<file path="config.mk">
export PLATFORM = sky130hd
export DESIGN_NAME = isolde_vlen_fetch_assembler_flat
export DESIGN_NICKNAME = d
export VERILOG_FILES = /design/src/rtl/isolde_vlen_fetch_assembler_if.sv /design/src/rtl/isolde_vlen_fetch_assembler.sv /design/src/flat_wrapper.sv
export SDC_FILE = /design/constraint.sdc
export NUM_CORES = 1
export LEC_CHECK = 0
export ABC_AREA = 1
export CORE_AREA = 4 4 135 137
export CTS_BUF_LIST = sky130_fd_sc_hd__clkbuf_8 sky130_fd_sc_hd__clkbuf_16
export CTS_CLUSTER_SIZE = 10
export DETAILED_ROUTE_END_ITERATION = 10
export DIE_AREA = 0 0 139 141
export PLACE_DENSITY = 0.79
export SLEW_MARGIN = 0
export SYNTH_ARGS = -nofsm -noshare
export SYNTH_HDL_FRONTEND = slang
export SYNTH_SLANG_ARGS = --single-unit
</file>
<file path="constraint.sdc">
create_clock -name clk_i -period 2.2 [get_ports clk_i]
set_input_delay 0.44 -clock clk_i [delete_from_list [all_inputs] [get_ports clk_i]]
set_output_delay 0.44 -clock clk_i [all_outputs]
set_load 0.03 [all_outputs]
</file>
<file path="src/rtl/isolde_vlen_fetch_assembler_if.sv">
// Handshake bundle between the fetch FIFO, the length assembler and the ISOLDE decoder.
// The slave modport is the assembler's view; the master modport is the surrounding fetch/decode side.
interface isolde_vlen_fetch_assembler_if #(
    parameter int unsigned MAX_WORDS = 5,
    parameter int unsigned ADDR_W    = 32
);
    logic                    in_valid_i;
    logic                    in_ready_o;
    logic [31:0]             in_rdata_i;
    logic [ADDR_W-1:0]       in_addr_i;
    logic                    in_err_i;
    logic                    out_valid_o;
    logic                    out_ready_i;
    logic [32*MAX_WORDS-1:0] out_instr_o;
    logic [2:0]              out_len_o;
    logic [ADDR_W-1:0]       out_addr_o;
    logic                    out_illegal_o;
    logic                    out_err_o;

    modport slave (
        input  in_valid_i, in_rdata_i, in_addr_i, in_err_i, out_ready_i,
        output in_ready_o, out_valid_o, out_instr_o, out_len_o, out_addr_o,
               out_illegal_o, out_err_o
    );

    modport master (
        output in_valid_i, in_rdata_i, in_addr_i, in_err_i, out_ready_i,
        input  in_ready_o, out_valid_o, out_instr_o, out_len_o, out_addr_o,
               out_illegal_o, out_err_o
    );
endinterface

</file>
<file path="src/rtl/isolde_vlen_fetch_assembler.sv">
// Collects 1, 2, 3 or 5 fetch words into one variable-length instruction bundle for the
// ISOLDE decoder; the length is decoded from the first word's opcode and nnn field.
module isolde_vlen_fetch_assembler #(
    parameter int unsigned MAX_WORDS = 5,
    parameter int unsigned ADDR_W    = 32
) (
    input  logic clk_i,
    input  logic rst_i,
    input  logic flush_i,
    isolde_vlen_fetch_assembler_if.slave bus
);
    localparam int unsigned BUNDLE_W = 32 * MAX_WORDS;

    typedef enum logic [1:0] {
        ST_IDLE    = 2'd0,
        ST_COLLECT = 2'd1,
        ST_HOLD    = 2'd2
    } state_t;

    state_t              state_r;
    logic [2:0]          cnt_r;
    logic [2:0]          exp_len_r;
    logic [BUNDLE_W-1:0] instr_r;
    logic [ADDR_W-1:0]   addr_r;
    logic [2:0]          len_r;
    logic                valid_r;
    logic                illegal_r;
    logic                err_r;

    logic [3:0]          dec_s;
    logic [2:0]          dec_len_s;
    logic                dec_ill_s;
    logic                accept_s;
    logic                release_s;

    // Returns {illegal, length} for a candidate first word.
    function automatic logic [3:0] decode_len(input logic [31:0] word);
        logic [3:0] res;
        case (word[6:0])
            7'b1111111: begin
                case (word[14:12])
                    3'd5:    res = {1'b0, 3'd5};
                    3'd1:    res = {1'b0, 3'd3};
                    default: res = {1'b1, 3'd1};
                endcase
            end
            7'b0111111: res = {1'b0, 3'd2};
            default:    res = {1'b0, 3'd1};
        endcase
        return res;
    endfunction

    assign dec_s     = decode_len(bus.in_rdata_i);
    assign dec_ill_s = dec_s[3];
    assign dec_len_s = dec_s[2:0];

    // Flush gates ready directly so the word presented in a flush cycle is never taken.
    assign bus.in_ready_o = ((state_r == ST_IDLE) || (state_r == ST_COLLECT)) && !flush_i;
    assign accept_s       = bus.in_valid_i && bus.in_ready_o;
    assign release_s      = (state_r == ST_HOLD) && bus.out_ready_i;

    // Assembly FSM: every output is a register, cleared on reset, flush or consumption.
    always_ff @(posedge clk_i) begin
        if (rst_i || flush_i || release_s) begin
            state_r   <= ST_IDLE;
            cnt_r     <= 3'd0;
            exp_len_r <= 3'd0;
            instr_r   <= {BUNDLE_W{1'b0}};
            addr_r    <= {ADDR_W{1'b0}};
            len_r     <= 3'd0;
            valid_r   <= 1'b0;
            illegal_r <= 1'b0;
            err_r     <= 1'b0;
        end else begin
            case (state_r)
                ST_IDLE: begin
                    if (accept_s) begin
                        instr_r   <= {{(BUNDLE_W-32){1'b0}}, bus.in_rdata_i};
                        addr_r    <= bus.in_addr_i;
                        exp_len_r <= dec_len_s;
                        illegal_r <= dec_ill_s;
                        err_r     <= bus.in_err_i;
                        if ((dec_len_s == 3'd1) || bus.in_err_i) begin
                            state_r <= ST_HOLD;
                            len_r   <= 3'd1;
                            valid_r <= 1'b1;
                        end else begin
                            state_r <= ST_COLLECT;
                            cnt_r   <= 3'd1;
                        end
                    end else begin
                        state_r <= ST_IDLE;
                    end
                end
                ST_COLLECT: begin
                    if (accept_s) begin
                        for (int k = 1; k < int'(MAX_WORDS); k++) begin
                            if (cnt_r == 3'(k)) begin
                                instr_r[32*k +: 32] <= bus.in_rdata_i;
                            end
                        end
                        cnt_r <= cnt_r + 3'd1;
                        err_r <= bus.in_err_i;
                        // An erroring word still counts toward the captured length.
                        if (((cnt_r + 3'd1) == exp_len_r) || bus.in_err_i) begin
                            state_r <= ST_HOLD;
                            len_r   <= cnt_r + 3'd1;
                            valid_r <= 1'b1;
                        end else begin
                            state_r <= ST_COLLECT;
                        end
                    end else begin
                        state_r <= ST_COLLECT;
                    end
                end
                ST_HOLD: begin
                    state_r <= ST_HOLD;
                end
                default: begin
                    state_r <= ST_IDLE;
                    valid_r <= 1'b0;
                end
            endcase
        end
    end

    assign bus.out_valid_o   = valid_r;
    assign bus.out_instr_o   = instr_r;
    assign bus.out_len_o     = len_r;
    assign bus.out_addr_o    = addr_r;
    assign bus.out_illegal_o = illegal_r;
    assign bus.out_err_o     = err_r;
endmodule

</file>
<file path="src/flat_wrapper.sv">
// flat-port wrapper written by rule: the top's interface ports become plain ports
module isolde_vlen_fetch_assembler_flat 
#(
    parameter int unsigned MAX_WORDS = 5,
    parameter int unsigned ADDR_W    = 32
)
  (clk_i, rst_i, flush_i, bus_in_valid_i, bus_in_rdata_i, bus_in_addr_i, bus_in_err_i, bus_out_ready_i, bus_in_ready_o, bus_out_valid_o, bus_out_instr_o, bus_out_len_o, bus_out_addr_o, bus_out_illegal_o, bus_out_err_o);
  isolde_vlen_fetch_assembler_if #(.MAX_WORDS(MAX_WORDS), .ADDR_W(ADDR_W)) bus_i ();
  input  logic clk_i;
  input  logic rst_i;
  input  logic flush_i;
  input wire logic [$bits(bus_i.in_valid_i)-1:0] bus_in_valid_i;
  input wire logic [$bits(bus_i.in_rdata_i)-1:0] bus_in_rdata_i;
  input wire logic [$bits(bus_i.in_addr_i)-1:0] bus_in_addr_i;
  input wire logic [$bits(bus_i.in_err_i)-1:0] bus_in_err_i;
  input wire logic [$bits(bus_i.out_ready_i)-1:0] bus_out_ready_i;
  output wire logic [$bits(bus_i.in_ready_o)-1:0] bus_in_ready_o;
  output wire logic [$bits(bus_i.out_valid_o)-1:0] bus_out_valid_o;
  output wire logic [$bits(bus_i.out_instr_o)-1:0] bus_out_instr_o;
  output wire logic [$bits(bus_i.out_len_o)-1:0] bus_out_len_o;
  output wire logic [$bits(bus_i.out_addr_o)-1:0] bus_out_addr_o;
  output wire logic [$bits(bus_i.out_illegal_o)-1:0] bus_out_illegal_o;
  output wire logic [$bits(bus_i.out_err_o)-1:0] bus_out_err_o;
  assign bus_i.in_valid_i = bus_in_valid_i;
  assign bus_i.in_rdata_i = bus_in_rdata_i;
  assign bus_i.in_addr_i = bus_in_addr_i;
  assign bus_i.in_err_i = bus_in_err_i;
  assign bus_i.out_ready_i = bus_out_ready_i;
  assign bus_in_ready_o = bus_i.in_ready_o;
  assign bus_out_valid_o = bus_i.out_valid_o;
  assign bus_out_instr_o = bus_i.out_instr_o;
  assign bus_out_len_o = bus_i.out_len_o;
  assign bus_out_addr_o = bus_i.out_addr_o;
  assign bus_out_illegal_o = bus_i.out_illegal_o;
  assign bus_out_err_o = bus_i.out_err_o;
  isolde_vlen_fetch_assembler #(.MAX_WORDS(MAX_WORDS), .ADDR_W(ADDR_W)) u_core (.clk_i(clk_i), .rst_i(rst_i), .flush_i(flush_i), .bus(bus_i));
endmodule
</file>
; Yosys cells after proc, flatten, opt, wreduce, memory -nomap -nowiden
; Index checks and enable logic that the tools add are counted.
[classes]
bitwise_logic = 1
muxes = 28
n_reduce_logical = 21
add_sub_neg = 1
n_eq_ne = 21
[ops]
columns = operator, n
row1 = 128-bit case mux with 2 select lines, 1
row2 = 160-bit two-way mux, 1
row3 = 128-bit two-way mux, 1
row4 = 32-bit two-way mux, 4
row5 = 3-bit two-way mux, 7
row6 = 4-bit AND reduction, 5
row7 = 4-bit case mux with 2 select lines, 2
row8 = 2-bit inequality test (second input constant), 7
row9 = 3-bit case mux with 2 select lines, 2
row10 = 5-bit AND reduction, 2
row11 = 3-bit by 1-bit == test with 1-bit output (second input constant), 3
row12 = 2-bit two-way mux, 4
row13 = 7-bit by 6-bit == test with 1-bit output (second input constant), 1
row14 = 7-bit == test (second input constant), 1
row15 = 3-bit by 2-bit == test with 1-bit output (second input constant), 2
row16 = 3-bit == test (second input constant), 2
row17 = 2-bit case mux with 3 select lines, 1
row18 = 1-bit logical OR, 5
row19 = 1-bit two-way mux, 4
row20 = 2-bit by 1-bit inequality test with 1-bit output (second input constant), 2
row21 = 2-bit AND reduction, 2
row22 = 3-bit by 1-bit adder with 3-bit output (second input constant), 1
row23 = 3-bit == test, 1
row24 = 1-bit logical AND, 3
row25 = 8 further kinds, 8
[word_totals]
reg_bits = 206
word_cells = 85

; Logic depth before layout (Yosys ltp)
[logic_depth]
depth_word = 8
mapped_depth = 12
mapped_depth_nobuf = 12

; Worst setup path after synthesis
; OpenSTA, ideal clock, no wires.
[synth_timing]
path_kind = register -> register
from = reg u_core.cnt_r[0]
to = reg u_core.len_r[0] (netlist: u_core.bus.out_len_o[0])
stages_incl_launch_ff = 13
setup_slack_ns = 0.669
n_path_buf = 0
required_time_ns = 2.085
arrival_ns = 1.416
path_cell_list = dfxtp_1 -> ha_1 -> ha_1 -> inv_1 -> nand2_1 -> nand2_1 -> nand3_1 -> nand3_1 -> nand2_1 -> inv_1 -> nand3_1 -> nand2_1 -> nor2_1
[synth_between]
elab_chain_len = 5
[synth_lines]
columns = item, line_no
row1 = start: declaration, isolde_vlen_fetch_assembler.sv:21  ; logic [2:0] cnt_r;
row2 = start signal: assignment, isolde_vlen_fetch_assembler.sv:102  ; cnt_r <= cnt_r + 3'd1;
row3 = 3-bit by 1-bit adder with 3-bit output (*), "isolde_vlen_fetch_assembler.sv:105, isolde_vlen_fetch_assembler.sv:107"
row4 = 3-bit == test, isolde_vlen_fetch_assembler.sv:105  ; if (((cnt_r + 3'd1) == exp_len_r) || bus.in_err_i) begin
row5 = 1-bit logical OR, isolde_vlen_fetch_assembler.sv:105
row6 = 2-bit inequality test (no line), n/a
row7 = 5-bit AND reduction (no line), n/a
row8 = end signal: assignment, isolde_vlen_fetch_assembler.sv:107  ; len_r <= cnt_r + 3'd1;
row9 = end: declaration, isolde_vlen_fetch_assembler.sv:25  ; logic [2:0] len_r;
; Mark *: on every way between the ends. The rest lies on a longest branch, timed or not. The select of a mux whose other input is x is not followed.
; A chain may end at the register's enable or synchronous reset.

; Final worst setup path
[layout_timing]
from = reg u_core.instr_r[146] (netlist: u_core.bus.out_instr_o[146])
to = out bus_out_instr_o[146]
[layout_lines]
columns = item, line_no
row1 = start: declaration, isolde_vlen_fetch_assembler.sv:23  ; logic [BUNDLE_W-1:0] instr_r;
row2 = start signal: assignment, isolde_vlen_fetch_assembler.sv:68  ; instr_r <= {BUNDLE_W{1'b0}};
row3 = start signal: assignment, isolde_vlen_fetch_assembler.sv:78  ; instr_r <= {{(BUNDLE_W-32){1'b0}}, bus.in_rdata_i};
row4 = start signal: indexed assignment, isolde_vlen_fetch_assembler.sv:99  ; instr_r[32*k +: 32] <= bus.in_rdata_i;
row5 = end: declaration, flat_wrapper.sv:19  ; output wire logic [$bits(bus_i.out_instr_o)-1:0] bus_out_instr_o;
; No word-level cell between the ends.

==> insert_results.sql <==
INSERT INTO impl_metrics (metric_group, metric, value, unit) VALUES
('run_status', 'run_status', 'completed', ''),
('clock_network', 'cts.clk_slew.worst_paths', '0.05', 'ns'),
('clock_network', 'max-clock-path-buffers', '3', ''),
('placement', 'hpwl', '16900', 'µm'),
('die', 'die_y', '141', 'µm'),
('die', 'floorplan.io_pins', '269', ''),
('finish', 'area.growth.synth_to_final', '47.1', '%'),
('clock_network', 'postCtsResizedCells', '0', ''),
('placement', 'dpl_cell_area', '10400', 'µm²'),
('die', 'die_x', '139', 'µm'),
('finish', 'design_area', '11000', 'µm²'),
('synth', 'syn-instance-count', '927', ''),
('synth', 'post_synth.cell_area_avg', '8.10', 'µm²'),
('worst_hold_path', 'class_of_the_tightest_hold_or_removal_check', 'reg -> reg', ''),
('timing', 'totalNegativeSetupSlack', '0', 'ns'),
('synth', 'netlist_area_before_placement', '7510', 'µm²'),
('timing', 'worst_slack', '0.189', 'ns'),
('drt', 'antenna_violating_nets_post_route', '0', ''),
('drt', 'detail_route.first_pass.iterations', '5', ''),
('power_and_ir_drop', 'total_power', '0.00834', 'W'),
('timing', 'maxClockFrequency', '0.497', 'GHz'),
('finish', 'fin_nets', '1251', ''),
('placement', 'weighted_congestion_at_the_end_of_routability_driven_global_placement', '0.916', ''),
('worst_setup_path', 'worst_r2r_startpoint', 'u_core.cnt_r[0]', ''),
('placement', 'port_buffers', '268', ''),
('grt', 'grt_antenna_before_repair', '0', ''),
('flow_run', 'max_cap_violations', '0', ''),
('grt', 'first_global_vias', '6948', ''),
('timing', 'tightest_pin_transition', '0.451', 'ns'),
('worst_setup_path', 'worst-endpoint-required', '1.76', 'ns'),
('synth', 'synth_top_area_share', '54.9', '%'),
('worst_setup_path', 'timing.critical_path.depth', '1', ''),
('die', 'die_area', '19600', 'µm²'),
('clock_network', 'cts_buf_count', '24', ''),
('timing', 'worst_slew_margin_rel', '69.8', '%'),
('synth', 'synth_seq_cells', '206', ''),
('worst_setup_path', 'crit_path_kind', 'reg -> out', ''),
('drt', 'drtIter0Drc', '493', ''),
('worst_setup_path', 'crit_slowest_cell', 'sky130_fd_sc_hd__clkdlybuf4s50_1', ''),
('clock_network', 'cts-root-buf', 'sky130_fd_sc_hd__clkbuf_16', ''),
('finish', 'layout.core_utilization', '64.8', '%'),
('worst_setup_path', 'critical_path_start', 'u_core.bus.out_instr_o[146]', ''),
('timing', 'final.setup_skew', '0.0112', 'ns'),
('grt', 'grt_first_pass_wirelength', '37500', 'µm'),
('worst_setup_path', 'timing.critical_path.cells', 'clkdlybuf4s50_1', ''),
('die', 'initial_core_util', '44.0', '%'),
('timing', 'finalSetupViolations', '0', ''),
('timing', 'final.period_utilization', '91.4', '%'),
('finish', 'n_antenna_cell', '0', ''),
('clock_network', 'cts_setup_buffers', '0', ''),
('power_and_ir_drop', 'irDropWorstVdd', '502', 'µV'),
('worst_setup_path', 'worst_setup_path_end_kind', 'output pin', ''),
('synth', 'ys_top_cells_by_area', 'sky130_fd_sc_hd__dfxtp_1, sky130_fd_sc_hd__a21oi_1, sky130_fd_sc_hd__o21ai_0, sky130_fd_sc_hd__nor2_1, sky130_fd_sc_hd__nand2_1', ''),
('timing', 'finalHoldViolCount', '0', ''),
('synth', 'netlist.top_cell.by_area', 'sky130_fd_sc_hd__dfxtp_1', ''),
('grt', 'grt_start_max_net_pins', '71', ''),
('drt', 'postRouteWirelength', '23800', 'µm'),
('synth', 'yosysSeqAreaShare', '54.9', '%'),
('timing', 'drv_slew', '0', ''),
('power_and_ir_drop', 'cellLeakagePower', '4.10', 'nW'),
('worst_setup_path', 'path_max_fanout', '2', ''),
('drt', 'avgRoutedWirePerCell', '17.0', 'µm'),
('finish', 'drive_gt1_share', '6.20', '%'),
('drt', 'drc', '0', ''),
('clock_network', 'clk_sink_count', '206', ''),
('worst_setup_path', 'reg_to_reg_end', 'u_core.bus.out_len_o[2]', ''),
('drt', 'vias', '7192', ''),
('worst_setup_path', 'setup.worst_path.start_class', 'flop', ''),
('die', 'core_area', '17100', 'µm²'),
('grt', 'grt-ovfl-total', '0', ''),
('clock_network', 'cts.htree.levels', '1', '');
area by class of cell:
type | instances | area, µm² | area share [%]
Clock buffer | 26 | 639 | 5.79
Clock inverter | 2 | 7.51 | 0.0680
Tap cell | 225 | 282 | 2.55
Timing Repair Buffer | 287 | 2950 | 26.7
Inverter | 43 | 168 | 1.52
Sequential cell | 206 | 4120 | 37.3
Multi-Input combinational cell | 614 | 2880 | 26.1
state kept, by name, indices dropped and copies added, names as in the netlist:
signal / cells
u_core.bus.out_valid_o: 1
u_core.bus.out_err_o: 1
u_core.bus.out_len_o: 3
u_core.bus.out_instr_o: 160
u_core.cnt_r: 3
u_core.state_r: 2
u_core.bus.out_illegal_o: 1
u_core.exp_len_r: 3
u_core.bus.out_addr_o: 32
worst min path at each step:
stage	end	cells past startpoint	startpoint	slack [ns]
4_1_cts	u_core.bus.out_addr_o[31]	2	u_core.bus.out_addr_o[31]	0.46
6_report	u_core.bus.out_addr_o[31]	2	u_core.bus.out_addr_o[31]	0.46
2_1_floorplan	u_core.exp_len_r[0]	2	u_core.exp_len_r[0]	0.45
3_5_place_dp	u_core.bus.out_addr_o[13]	2	u_core.bus.out_addr_o[13]	0.46
3_3_place_gp	u_core.bus.out_addr_o[31]	2	u_core.bus.out_addr_o[31]	0.45
5_1_grt	u_core.bus.out_addr_o[25]	2	u_core.bus.out_addr_o[25]	0.48
per-layer routing:
| layer | share of wire, % | wire length [µm] | vias to the layer above | track usage, % |
|---|---|---|---|---|
| li1 | - | - | 3542 | - |
| met1 | 42 | 10000 | 3307 | 29.6 |
| met2 | 48 | 11300 | 296 | 39.0 |
| met3 | 7.1 | 1700 | 47 | 5.29 |
| met4 | 3.2 | 773 | 0 | 8.75 |
| met5 | 0 | 0 | - | 0 |
metrics by stage:
step	std cells	hold slack, ns
after floorplan	927	0.454
after global placement	1375	0.450
after detailed placement	1375	0.456
after CTS	1403	0.463
after global routing	1403	0.481
final	1403	0.461
power by group:
part           internal (W)  leakage [nW]  switching (W)
clock network       0.00202         0.326        0.00141
logic              0.000418          2.10       0.000596
registers           0.00384          1.67      0.0000577
cell families after synthesis:
family	Yosys count	share of synthesized area (%)
and+or+nand+nor	317	16.8
adders and majority gates	5	0.833
AOI/OAI and AO/OA	291	20.5
DFF	206	54.9
buffers and inverters	107	6.78
xor gates and xnor gates	1	0.117
Yosys cell counts:
cell type	number
sky130_fd_sc_hd__buf_1	2
sky130_fd_sc_hd__o21ai_0	115
sky130_fd_sc_hd__dfxtp_1	206
sky130_fd_sc_hd__o21ai_2	1
sky130_fd_sc_hd__a211oi_1	10
sky130_fd_sc_hd__clkbuf_2	2
sky130_fd_sc_hd__inv_4	2
sky130_fd_sc_hd__nand2_2	1
sky130_fd_sc_hd__ha_1	5
sky130_fd_sc_hd__nand2_1	145
sky130_fd_sc_hd__o211ai_1	2
sky130_fd_sc_hd__a211oi_2	6
sky130_fd_sc_hd__inv_1	33
sky130_fd_sc_hd__nand2_4	3
sky130_fd_sc_hd__a31o_2	1
sky130_fd_sc_hd__buf_2	44
sky130_fd_sc_hd__nor2_1	149
sky130_fd_sc_hd__buf_6	4
sky130_fd_sc_hd__buf_4	4
sky130_fd_sc_hd__inv_2	8
sky130_fd_sc_hd__nand4_1	2
sky130_fd_sc_hd__xnor2_1	1
sky130_fd_sc_hd__o21ai_1	18
sky130_fd_sc_hd__a21oi_2	1
sky130_fd_sc_hd__nand3_2	1
sky130_fd_sc_hd__a21oi_1	137
sky130_fd_sc_hd__nand3_1	13
sky130_fd_sc_hd__nor2_4	3
sky130_fd_sc_hd__clkbuf_1	8
cell usage in the layout, fill, tap and decap left out, types with 6 or more instances in the layout:
master | netlist | layout
sky130_fd_sc_hd__clkdlybuf4s50_1 | 0 | 267
sky130_fd_sc_hd__dfxtp_1 | 206 | 206
sky130_fd_sc_hd__nor2_1 | 149 | 149
sky130_fd_sc_hd__nand2_1 | 145 | 145
sky130_fd_sc_hd__a21oi_1 | 137 | 137
sky130_fd_sc_hd__o21ai_0 | 115 | 115
sky130_fd_sc_hd__inv_1 | 33 | 35
sky130_fd_sc_hd__clkbuf_16 | 0 | 25
sky130_fd_sc_hd__o21ai_1 | 18 | 18
sky130_fd_sc_hd__nand3_1 | 13 | 13
sky130_fd_sc_hd__a211oi_1 | 10 | 10
sky130_fd_sc_hd__buf_4 | 4 | 10
sky130_fd_sc_hd__buf_12 | 0 | 10
sky130_fd_sc_hd__inv_2 | 8 | 7
sky130_fd_sc_hd__a211oi_2 | 6 | 6
(Power assumes the default switching activity.)
